### config.mk
export PLATFORM = sky130hd
export DESIGN_NAME = axi_cdc_src_drain_ctrl
export DESIGN_NICKNAME = d
export VERILOG_FILES = /design/src/rtl/axi_cdc_src_drain_ctrl.sv
export SDC_FILE = /design/constraint.sdc
export NUM_CORES = 1
export LEC_CHECK = 0
export BUFFER_PORTS_ARGS = -buffer_cell sky130_fd_sc_hd__buf_2
export CAP_MARGIN = 40
export CORE_AREA = 2 2 143 145
export CTS_CLUSTER_SIZE = 24
export DETAILED_ROUTE_END_ITERATION = 12
export DIE_AREA = 0 0 145 147
export PLACE_DENSITY_LB_ADDON = 0.1
export SLEW_MARGIN = 0
export SYNTH_ARGS = -nofsm -noshare
export SYNTH_HDL_FRONTEND = slang
export SYNTH_SLANG_ARGS = --single-unit
### constraint.sdc
create_clock -name src_clk_i -period 2.9 [get_ports src_clk_i]
set_input_delay 0.145 -clock src_clk_i [delete_from_list [all_inputs] [get_ports src_clk_i]]
set_output_delay 0.145 -clock src_clk_i [all_outputs]
set_load 0.03 [all_outputs]
### src/rtl/axi_cdc_src_drain_ctrl.sv
// Source-domain drain/isolation controller in front of the AXI CDC source half.
// Gates new AW/AR, tracks outstanding bursts and reports when the crossing is quiescent.
package axi_cdc_src_drain_pkg;
    typedef struct packed {
        logic [3:0]  id;
        logic [31:0] addr;
        logic [7:0]  len;
    } ax_chan_t;

    typedef struct packed {
        logic [31:0] data;
        logic [3:0]  strb;
        logic        last;
    } w_chan_t;

    typedef struct packed {
        logic [3:0] id;
        logic [1:0] resp;
    } b_chan_t;

    typedef struct packed {
        logic [3:0]  id;
        logic [31:0] data;
        logic [1:0]  resp;
        logic        last;
    } r_chan_t;

    typedef struct packed {
        ax_chan_t aw;
        logic     aw_valid;
        w_chan_t  w;
        logic     w_valid;
        logic     b_ready;
        ax_chan_t ar;
        logic     ar_valid;
        logic     r_ready;
    } axi_req_t;

    typedef struct packed {
        logic    aw_ready;
        logic    w_ready;
        b_chan_t b;
        logic    b_valid;
        logic    ar_ready;
        r_chan_t r;
        logic    r_valid;
    } axi_resp_t;
endpackage

module axi_cdc_src_drain_ctrl #(
    parameter int unsigned MaxTxns = 8,
    parameter type axi_req_t  = axi_cdc_src_drain_pkg::axi_req_t,
    parameter type axi_resp_t = axi_cdc_src_drain_pkg::axi_resp_t
) (
    input  logic      src_clk_i,
    input  logic      src_rst_ni,
    input  logic      isolate_i,
    output logic      isolated_o,
    output logic      busy_o,
    input  axi_req_t  slv_req_i,
    output axi_resp_t slv_resp_o,
    output axi_req_t  mst_req_o,
    input  axi_resp_t mst_resp_i
);
    localparam int unsigned CntW = $clog2(MaxTxns + 1);
    localparam logic [CntW-1:0] CntMax = CntW'(MaxTxns);

    typedef enum logic [1:0] {StNormal, StDrain, StIsolated} state_e;

    state_e state_q, state_d;
    logic [CntW-1:0] wr_cnt_q, wr_cnt_d, rd_cnt_q, rd_cnt_d, w_owed_q, w_owed_d;
    logic aw_hold_q, aw_hold_d, ar_hold_q, ar_hold_d;

    logic aw_open, ar_open, w_open;
    logic aw_fwd, ar_fwd, w_fwd;
    logic aw_hs, ar_hs, w_last_hs, b_hs, r_last_hs;
    logic drained;

    function automatic logic [CntW-1:0] cnt_next(input logic [CntW-1:0] q,
                                                  input logic inc, input logic dec);
        logic [CntW-1:0] n;
        unique case ({inc, dec})
            2'b10:   n = q + CntW'(1);
            2'b01:   n = q - CntW'(1);
            default: n = q;
        endcase
        return n;
    endfunction

    // A held request stays open regardless of state or limit so valid is never withdrawn.
    assign aw_open = aw_hold_q | ((state_q == StNormal) & (wr_cnt_q < CntMax));
    assign ar_open = ar_hold_q | ((state_q == StNormal) & (rd_cnt_q < CntMax));

    assign aw_fwd = slv_req_i.aw_valid & aw_open;
    assign ar_fwd = slv_req_i.ar_valid & ar_open;
    assign aw_hs  = aw_fwd & mst_resp_i.aw_ready;
    assign ar_hs  = ar_fwd & mst_resp_i.ar_ready;

    // W beats ahead of their AW are stalled upstream.
    assign w_open    = (w_owed_q != '0) | aw_hs;
    assign w_fwd     = slv_req_i.w_valid & w_open;
    assign w_last_hs = w_fwd & mst_resp_i.w_ready & slv_req_i.w.last;

    assign b_hs      = mst_resp_i.b_valid & slv_req_i.b_ready;
    assign r_last_hs = mst_resp_i.r_valid & slv_req_i.r_ready & mst_resp_i.r.last;

    always_comb begin
        mst_req_o          = slv_req_i;
        mst_req_o.aw_valid = aw_fwd;
        mst_req_o.ar_valid = ar_fwd;
        mst_req_o.w_valid  = w_fwd;
    end

    always_comb begin
        slv_resp_o          = mst_resp_i;
        slv_resp_o.aw_ready = mst_resp_i.aw_ready & aw_open;
        slv_resp_o.ar_ready = mst_resp_i.ar_ready & ar_open;
        slv_resp_o.w_ready  = mst_resp_i.w_ready & w_open;
    end

    assign drained = (wr_cnt_q == '0) & (rd_cnt_q == '0) & (w_owed_q == '0) &
                     !aw_hold_q & !ar_hold_q;

    always_comb begin
        state_d   = state_q;
        wr_cnt_d  = cnt_next(wr_cnt_q, aw_hs, b_hs);
        rd_cnt_d  = cnt_next(rd_cnt_q, ar_hs, r_last_hs);
        w_owed_d  = cnt_next(w_owed_q, aw_hs, w_last_hs);
        aw_hold_d = aw_hold_q;
        ar_hold_d = ar_hold_q;

        if (aw_hs) begin
            aw_hold_d = 1'b0;
        end else if (aw_fwd) begin
            aw_hold_d = 1'b1;
        end
        if (ar_hs) begin
            ar_hold_d = 1'b0;
        end else if (ar_fwd) begin
            ar_hold_d = 1'b1;
        end

        unique case (state_q)
            StNormal: begin
                if (isolate_i) state_d = StDrain;
            end
            StDrain: begin
                if (!isolate_i) begin
                    state_d = StNormal;
                end else if (drained) begin
                    state_d = StIsolated;
                end
            end
            StIsolated: begin
                if (!isolate_i) state_d = StNormal;
            end
            default: state_d = StNormal;
        endcase
    end

    always_ff @(posedge src_clk_i or negedge src_rst_ni) begin
        if (!src_rst_ni) begin
            state_q   <= StNormal;
            wr_cnt_q  <= '0;
            rd_cnt_q  <= '0;
            w_owed_q  <= '0;
            aw_hold_q <= 1'b0;
            ar_hold_q <= 1'b0;
        end else begin
            state_q   <= state_d;
            wr_cnt_q  <= wr_cnt_d;
            rd_cnt_q  <= rd_cnt_d;
            w_owed_q  <= w_owed_d;
            aw_hold_q <= aw_hold_d;
            ar_hold_q <= ar_hold_d;
        end
    end

    assign isolated_o = (state_q == StIsolated);
    assign busy_o     = (wr_cnt_q != '0) | (rd_cnt_q != '0) | (w_owed_q != '0);

    assert property (@(posedge src_clk_i) disable iff (!src_rst_ni)
                     !(b_hs && !aw_hs && (wr_cnt_q == '0)))
        else $error("B handshake with no outstanding write");
    assert property (@(posedge src_clk_i) disable iff (!src_rst_ni)
                     !(r_last_hs && !ar_hs && (rd_cnt_q == '0)))
        else $error("R-last handshake with no outstanding read");
    assert property (@(posedge src_clk_i) disable iff (!src_rst_ni)
                     !(w_last_hs && !aw_hs && (w_owed_q == '0)))
        else $error("W-last handshake with no owed burst");
    assert property (@(posedge src_clk_i) disable iff (!src_rst_ni)
                     !((state_q == StIsolated) && (mst_resp_i.b_valid || mst_resp_i.r_valid)))
        else $error("B or R response while isolated");
endmodule

==> flow_summary_export.csv, run 1 <==
group,metric,value,unit
routing,drc,0,
setup_path,path_max_fanout,6,
logic_synthesis,yosys_warnings,0,
sta,fin_setup_tns,0,ns
layout,antenna-diode-count,0,
sta,worstMarginPinSlew,0.494,ns
clock_network,h-tree-depth,1,
floorplan,core-area,19800,um2
routing,routed_wl,4120,um
sta,post-route-min-period,2.57,ns
global_routing,grt_pass1_vias,1175,
sta,hold_viol,0,
floorplan,die_y,147,um
setup_path,slowest_delay,0.47,ns
sta,finalHoldWorstSlack,0.0843,ns
setup_path,critical_path_arrival,2.71,ns
logic_synthesis,syn-num-nets,486,
global_routing,grt_max_degree,17,
clock_network,cts-root-buf,"clkbuf_16",
logic_synthesis,synthDistinctLibCells,35,
clock_network,clk_path_buf_depth,2,
sta,setup_viol,0,
global_routing,grt_usage,3.90,%
sta,clock.fmax,0.389,GHz
clock_network,cts_buffers,3,
clock_network,clock-sinks,16,
setup_path,path_buf_inv,0,
placement,gp_congestion,0.608,
routing,antenna_left,0,
sta,fin_crit_sh,88.7,%
floorplan,chipWidth,145,um
placement,hpwl,3320,um
floorplan,num_io_pins,365,
floorplan,rows,52,
layout,fillers,2314,
sta,maxSlewViolCount,0,
clock_network,cts_hold_buf,1,
layout,area_delta_synth_final,-31.4,%
sta,finalClockSkew,0.00653,ns
setup_path,critical-path-top-delay-family,"simple AND/OR/NAND/NOR gates",
sta,slew_headroom,66.9,%
clock_network,cts_resized,0,
sta,grt_setup_unrepaired,"no",
logic_synthesis,synth-seq-area-share,16.5,%
min_path,hold_depth,2,
setup_path,cp.depth,10,
routing,routed_via_density,2.59,
layout,drive_above_1_share,23.3,%
setup_path,slowest_stage,"nor4_2",
global_routing,grt_pass1_wl,6520,um
global_routing,antenna_found_initial,0,
setup_path,worstReg2RegStart,"w_owed_q[1]",
setup_path,crit_chain,"nor4_2 -> nand2_1 -> and4_1 -> ha_1 -> xor2_1 -> ha_1 -> a21oi_1 -> xor2_1 -> nor2_1 -> xor2_1",
job,cap_violations,0,
logic_synthesis,ys_seq_elements,16,
floorplan,dieArea,21300,um2
setup_path,cp-startpoint,"w_owed_q[1]",
setup_path,r2r_cells,10,
global_routing,grt_overflow_total,0,
clock_network,clkLatencyLatePin,0.25,ns
routing,dr_total_vias,1076,
setup_path,end_kind,"flop",
pwr,p_per_area,719,nW/um2
logic_synthesis,syn_avg_cell_area,8.29,um2
clock_network,post_cts_buffers,0,
routing,first_iter_violations,61,
pwr,max-vdd-ir-drop,0.000177,V
clock_network,cts_tree,"done",
placement,numPortBuffers,28,
layout,nets,341,
run_status,status,"completed",
logic_synthesis,netlist_instances,292,
routing,detail_route.wl_per_cell,9.89,um
routing,first_pass_iters,4,
setup_path,required,3.03,ns
clock_network,path_clk_slew,0.06,ns
min_path,hp-class,"in2reg",
min_path,hold_start,"slv_req_i[1]",
layout,final_common_cell,"buf_2",
setup_path,cp_common_cell,"xor2_1",
floorplan,start_util,12.2,%
pwr,p_leak,0.000615,uW
setup_path,start_kind,"flop",
logic_synthesis,netlist_area,2420,um2
setup_path,critPathKind,"reg2reg",
layout,final_cell_mix,"buf_2 (28), dfrtp_1 (16), inv_1 (10)",
cells by family after synthesis:
logic type               count (synthesis)  share of synthesized area (%)
buffers and inverters                  189                           56.8
AND/OR/NAND/NOR                         48                           11.9
AO/OA/AOI/OAI                           17                           4.34
flip-flops                              16                           16.5
adder cells (fa/ha/maj)                 11                           6.31
XOR/XNOR                                 9                           3.26
multiplexers                             2                          0.879
through the flow:
stage          power (uW)  utilization, %  instance area (um2)  setup slack (ns)  std cells
3_3_place_gp          926            7.87                 1560             0.291        411
4_1_cts              1230            8.37                 1660             0.261        416
5_1_grt              1320            8.37                 1660            0.0114        416
6_report             1190            8.37                 1660             0.327        416
2_1_floorplan        1200               -                 2420             0.666        292
3_5_place_dp          907            7.87                 1560             0.280        411
registers in the layout, summed over array words and instances, names as in the netlist:
register / count
ar_hold_q: 1
rd_cnt_q: 4
state_q: 2
w_owed_q: 4
aw_hold_q: 1
wr_cnt_q: 4
synthesized netlist by cell type (all sizes together):
| library cell | n | share of area, % |
|---|---|---|
| buf | 177 | 55 |
| dfrtp | 16 | 17 |
| inv | 10 | 1.6 |
| ha | 9 | 4.7 |
| nand2 | 8 | 1.2 |
| o21ai | 8 | 1.7 |
| nor2b | 6 | 1.6 |
| nor4 | 6 | 1.8 |
| nor3 | 5 | 1.0 |
| xor2 | 5 | 1.8 |
| nand2b | 4 | 1.0 |
| xnor2 | 4 | 1.4 |
| a21oi | 3 | 0.62 |
| and2 | 3 | 0.78 |
| nor2 | 3 | 0.47 |
| clkbuf | 2 | 0.31 |
| fa | 2 | 1.7 |
| nand3 | 2 | 0.41 |
| nand4b | 2 | 0.72 |
| nor3b | 2 | 0.62 |
| o311ai | 2 | 0.72 |
| or3 | 2 | 0.52 |
| a2111oi | 1 | 0.36 |
| a2bb2oi | 1 | 0.36 |
| and3 | 1 | 0.26 |
| and4 | 1 | 0.36 |
| mux2 | 1 | 0.47 |
| mux2i | 1 | 0.41 |
| nand3b | 1 | 0.31 |
| nor4b | 1 | 0.36 |
| o211ai | 1 | 0.31 |
| o21a | 1 | 0.31 |
| or4b | 1 | 0.41 |
final cells by class:
| class | instances | area (um2) | area share [%] |
|---|---|---|---|
| flip-flops and latches | 16 | 400 | 24.1 |
| clock buffers | 4 | 88.8 | 5.35 |
| repair buffers | 29 | 150 | 9.04 |
| well taps | 270 | 338 | 20.3 |
| multi-input cells | 87 | 646 | 38.9 |
| inverters | 10 | 37.5 | 2.26 |
power breakdown:
part	switching (uW)	total [uW]	leakage [uW]	internal, uW
Clock	97.8	308	0.0000442	210
Combinational	245	444	0.000379	199
Sequential	123	442	0.000192	318
worst reg2reg max path: stages (launching register included):
cell	delay (ns)
dfrtp_1	0.45
nor4_2	0.47
nand2_1	0.15
and4_1	0.27
ha_1	0.26
xor2_1	0.17
ha_1	0.18
a21oi_1	0.14
xor2_1	0.15
nor2_1	0.06
xor2_1	0.14
path summary, 6_finish.rpt:
kind / end / slack [ns]
setup / recovery: w_owed_q[2] / 0.33
hold / removal: ar_hold_q / 0.08
setup reg to reg: w_owed_q[2] / 0.33
hold reg to reg: w_owed_q[3] / 0.50
max in group asynchronous: wr_cnt_q[3] / 2.22
min in group asynchronous: aw_hold_q / 0.38
per-layer routing:
layer,global-route usage [%],routed length [um],part of all wire [%]
met1,3.92,1550,38
met2,5.31,1700,41
met3,2.48,518,13
met4,4.01,349,8.5
met5,0,0,0
(Power assumes the default switching activity.)
==> run 2: changes to the inputs <==
- CORE_AREA: 2 2 143 145 -> 2 2 141 143
- CTS_BUF_LIST: default -> sky130_fd_sc_hd__clkbuf_4 sky130_fd_sc_hd__clkbuf_8
- DIE_AREA: 0 0 145 147 -> 0 0 143 145
- PLACE_DENSITY: default -> 0.49
- PLACE_DENSITY_LB_ADDON: 0.1 -> default
==> flow_summary_export.csv, run 2 (synthesis gave the netlist of run 1 again) <==
group,metric,value,unit
run_status,status,"completed",
floorplan,rows,51,
sta,grt_setup_unrepaired,"no",
clock_network,cts_buffers,3,
global_routing,antenna_found_initial,0,
pwr,max-vdd-ir-drop,0.000136,V
sta,maxSlewViolCount,0,
floorplan,die_y,145,um
setup_path,path_max_fanout,5,
setup_path,end_kind,"flop",
global_routing,grt_util_met1,4.02,%
sta,slew_headroom,67.3,%
sta,setup_viol,0,
sta,clock.fmax,0.391,GHz
global_routing,grt_util_met2,7.94,%
layout,nets,341,
setup_path,required,3.03,ns
layout,multi_input_area,646,um2
pwr,p_leak,0.000599,uW
floorplan,start_util,12.6,%
job,cap_violations,0,
floorplan,num_io_pins,365,
clock_network,cts-root-buf,"clkbuf_8",
routing,antenna_left,0,
placement,gp_congestion,0.672,
sta,post-route-min-period,2.56,ns
layout,area_delta_synth_final,-33.0,%
layout,ff_latch_area,400,um2
clock_network,cts_hold_buf,1,
layout,final_cell_mix,"buf_2 (28), dfrtp_1 (16), inv_1 (10)",
routing,first_pass_iters,4,
sta,finalClockSkew,0.00242,ns
global_routing,grt_pass1_vias,1338,
clock_network,post_cts_buffers,0,
sta,fin_setup_tns,0,ns
clock_network,clk_path_buf_depth,2,
floorplan,dieArea,20700,um2
min_path,hp-class,"in2reg",
clock_network,cts_tree,"done",
layout,antenna-diode-count,0,
setup_path,start_kind,"flop",
routing,drc,0,
layout,stdcell_count,411,
floorplan,core-area,19200,um2
pwr,p_per_area,666,nW/um2
clock_network,h-tree-depth,1,
sta,hold_viol,0,
layout,reg_top3,"rd_cnt_q (4), w_owed_q (4), wr_cnt_q (4)",
setup_path,critical_path_arrival,2.69,ns
placement,hpwl,4850,um
routing,routed_wl,5730,um
clock_network,path_clk_slew,0.07,ns
layout,final_common_cell,"buf_2",
clock_network,clkLatencyLatePin,0.25,ns
global_routing,grt_usage,5.44,%
setup_path,critPathKind,"reg2reg",
layout,drive_above_1_share,23.3,%
layout,fillers,2226,
global_routing,gr-usage-met3,4.98,%
routing,routed_via_density,2.86,
global_routing,grt-busiest-layer,"met2",
floorplan,chipWidth,143,um
sta,worstMarginPinSlew,0.489,ns
routing,first_iter_violations,66,
global_routing,grt_max_degree,17,
global_routing,grt_pass1_wl,8270,um
global_routing,grt_overflow_total,0,
sta,fin_crit_sh,88.3,%
placement,numPortBuffers,28,
clock_network,cts_resized,0,
routing,dr_total_vias,1177,
routing,detail_route.wl_per_cell,13.9,um
placement,dp_cells,406,
clock_network,clock-sinks,16,
## run 2: cell counts in the layout (fill, tap and decap cells not counted)
Identical to the previous run, type by type.
## run 2: layout make-up
cell class | instances | share of cell area [%]
clock buffers | 4 | 3.40
repair buffers | 29 | 9.27
inverters | 10 | 2.32
multi-input cells | 87 | 39.8
flip-flops and latches | 16 | 24.7
well taps | 265 | 20.5
## run 2: final timing paths
check | startpoint | endpoint | slack (ns) | cells past startpoint
max reg2reg | wr_cnt_q[3] | w_owed_q[2] | 0.34 | 11
min | slv_req_i[1] | ar_hold_q | 0.07 | 2
min in group asynchronous | src_rst_ni | wr_cnt_q[3] | 0.35 | 2
max in group asynchronous | src_rst_ni | wr_cnt_q[0] | 2.27 | 2
min reg2reg | w_owed_q[3] | w_owed_q[3] | 0.49 | 1
max | wr_cnt_q[3] | w_owed_q[2] | 0.34 | 11
## run 2: critical path: stages, from the launching register on
cell and delay [ns]:
dfrtp_1 0.42, nor3_1 0.08, o211ai_1 0.42, nand2_1 0.16, and4_1 0.26, ha_1 0.26
xor2_1 0.17, ha_1 0.18, a21oi_1 0.14, xor2_1 0.15, nor2_1 0.06, xor2_1 0.14
## run 2: per-layer routing
layer	routed length [um]	vias up	part of all wire (%)
li1	-	468	-
met1	1570	499	27
met2	2550	132	44
met3	1080	78	19
met4	528	0	9.2
met5	0	-	0
## run 2: stage by stage
stage                     area, um2  power [uW]  utilization (%)  hold slack (ns)  setup WS (ns)
after floorplan                2420        1200                -           -0.151          0.666
after global placement         1560         868             8.10           0.0912          0.468
after detailed placement       1560         888             8.10           0.0931          0.315
after CTS                      1620        1090             8.44           0.0710          0.316
after global routing           1620        1190             8.44           0.0739         0.0736
final                          1620        1080             8.44           0.0694          0.339
## run 2: report_power, final
| group | internal [uW] | switching (uW) |
|---|---|---|
| logic | 198 | 248 |
| registers | 318 | 116 |
| clock network | 120 | 78.5 |
| total | 636 | 443 |
==> run 3: changes to the inputs <==
- MAX_ROUTING_LAYER: default -> met4
==> flow_summary_export.csv, run 3 (synthesis gave the netlist of run 1 again) <==
group,metric,value,unit
layout,post-route-util,8.44,%
routing,routed_via_density,2.86,
sta,fin_ws,0.342,ns
layout,fillers,2226,
clock_network,cts_tree,"done",
setup_path,required,3.03,ns
pwr,p_switching,442,uW
floorplan,core-area,19200,um2
min_path,hold_depth,2,
setup_path,critPathKind,"reg2reg",
floorplan,dieArea,20700,um2
pwr,seq_power_share,40.3,%
placement,hpwl,4850,um
layout,nets,341,
setup_path,r2r_cells,11,
clock_network,post_cts_buffers,0,
routing,detail_route.wl_per_cell,13.9,um
routing,antenna_left,0,
clock_network,cts_resized,0,
global_routing,grt_overflow_total,0,
pwr,swShare,41.0,%
routing,routed_wl,5730,um
sta,grt_setup_unrepaired,"no",
placement,placed_area,1560,um2
sta,maxSlewViolCount,0,
clock_network,cts_buffers,3,
sta,worstMarginPinSlew,0.489,ns
placement,place_worst_setup_slack,0.315,ns
floorplan,chipWidth,143,um
routing,dr_total_vias,1176,
sta,slew_headroom,67.3,%
layout,final_cell_mix,"buf_2 (28), dfrtp_1 (16), inv_1 (10)",
global_routing,grt_max_degree,17,
layout,final_area,1620,um2
floorplan,rows,51,
pwr,p_leak,0.000599,uW
floorplan,start_util,12.6,%
global_routing,antenna_found_initial,0,
routing,first_pass_iters,4,
setup_path,start_kind,"flop",
layout,reg_top3,"rd_cnt_q (4), w_owed_q (4), wr_cnt_q (4)",
pwr,max-vdd-ir-drop,0.000136,V
sta,finalClockSkew,0.00240,ns
job,cap_violations,0,
sta,hold_viol,0,
routing,first_iter_violations,76,
clock_network,clk_path_buf_depth,2,
sta,clock.fmax,0.391,GHz
setup_path,critical_path_arrival,2.69,ns
sta,finalHoldWorstSlack,0.0695,ns
global_routing,grt_pass1_vias,1337,
layout,area_delta_synth_final,-33.0,%
pwr,p_per_area,666,nW/um2
sta,fin_setup_tns,0,ns
layout,multi_input_area,646,um2
floorplan,die_y,145,um
pwr,p_comb_share,41.3,%
clock_network,clkLatencyLatePin,0.25,ns
placement,gp_congestion,0.679,
setup_path,end_kind,"flop",
placement,numPortBuffers,28,
clock_network,path_clk_slew,0.07,ns
pwr,p_int,636,uW
clock_network,cts-root-buf,"clkbuf_8",
layout,final_common_cell,"buf_2",
floorplan,num_io_pins,365,
sta,setup_viol,0,
sta,post-route-min-period,2.56,ns
routing,drc,0,
global_routing,grt_pass1_wl,8270,um
global_routing,grt_usage,5.59,%
layout,drive_above_1_share,23.3,%
clock_network,h-tree-depth,1,
pwr,pwr-share-clk,18.4,%
sta,fin_crit_sh,88.2,%
layout,antenna-diode-count,0,
clock_network,clock-sinks,16,
setup_path,path_max_fanout,5,
min_path,hp-class,"in2reg",
run_status,status,"completed",
layout,ff_latch_area,400,um2
[run 3: cell counts in the layout (fill, tap and decap cells not counted)]
Identical to the previous run, type by type.
[run 3: timing repair]
action                     4_1_cts  5_1_grt
setup endpoints to repair        0        0
hold endpoints to repair        16        0
hold buffers                     1        0
[run 3: worst paths after layout]
path                          endpoint    startpoint  slack, ns
hold / removal               ar_hold_q  slv_req_i[1]       0.07
min in group asynchronous  wr_cnt_q[3]    src_rst_ni       0.35
setup reg to reg           w_owed_q[2]   wr_cnt_q[3]       0.34
hold reg to reg            w_owed_q[3]   w_owed_q[3]       0.49
max in group asynchronous  wr_cnt_q[0]    src_rst_ni       2.27
setup / recovery           w_owed_q[2]   wr_cnt_q[3]       0.34
[run 3: metrics by stage]
| step | std cells | power, uW |
|---|---|---|
| after floorplan | 292 | 1200 |
| after global placement | 406 | 868 |
| after detailed placement | 406 | 888 |
| after CTS | 411 | 1090 |
| after global routing | 411 | 1190 |
| final | 411 | 1080 |
[run 3: worst max-delay path: stages, from the launching register on]
cell	delay, ns
dfrtp_1	0.42
nor3_1	0.08
o211ai_1	0.42
nand2_1	0.16
and4_1	0.26
ha_1	0.26
xor2_1	0.17
ha_1	0.18
a21oi_1	0.14
xor2_1	0.15
nor2_1	0.06
xor2_1	0.14
[run 3: power by group through the flow]
stage | combinational, uW | sequential, uW | clock [uW]
after detailed placement | 448 | 440 | 0
after floorplan | 798 | 406 | 0
final | 446 | 434 | 199
after global routing | 520 | 452 | 215
after global placement | 434 | 434 | 0
after CTS | 454 | 436 | 204
[run 3: cell type report]
type | instances | share of cell area (%)
multi-input cells | 87 | 39.8
flip-flops and latches | 16 | 24.7
well taps | 265 | 20.5
repair buffers | 29 | 9.27
clock buffers | 4 | 3.40
inverters | 10 | 2.32
[run 3: metal layers]
layer	GRT usage (%)	vias up	part of all wire, %
li1	-	468	-
met1	4.02	498	27
met2	7.94	132	44
met3	4.98	78	19
met4	5.50	0	9.2
met5	-	-	0
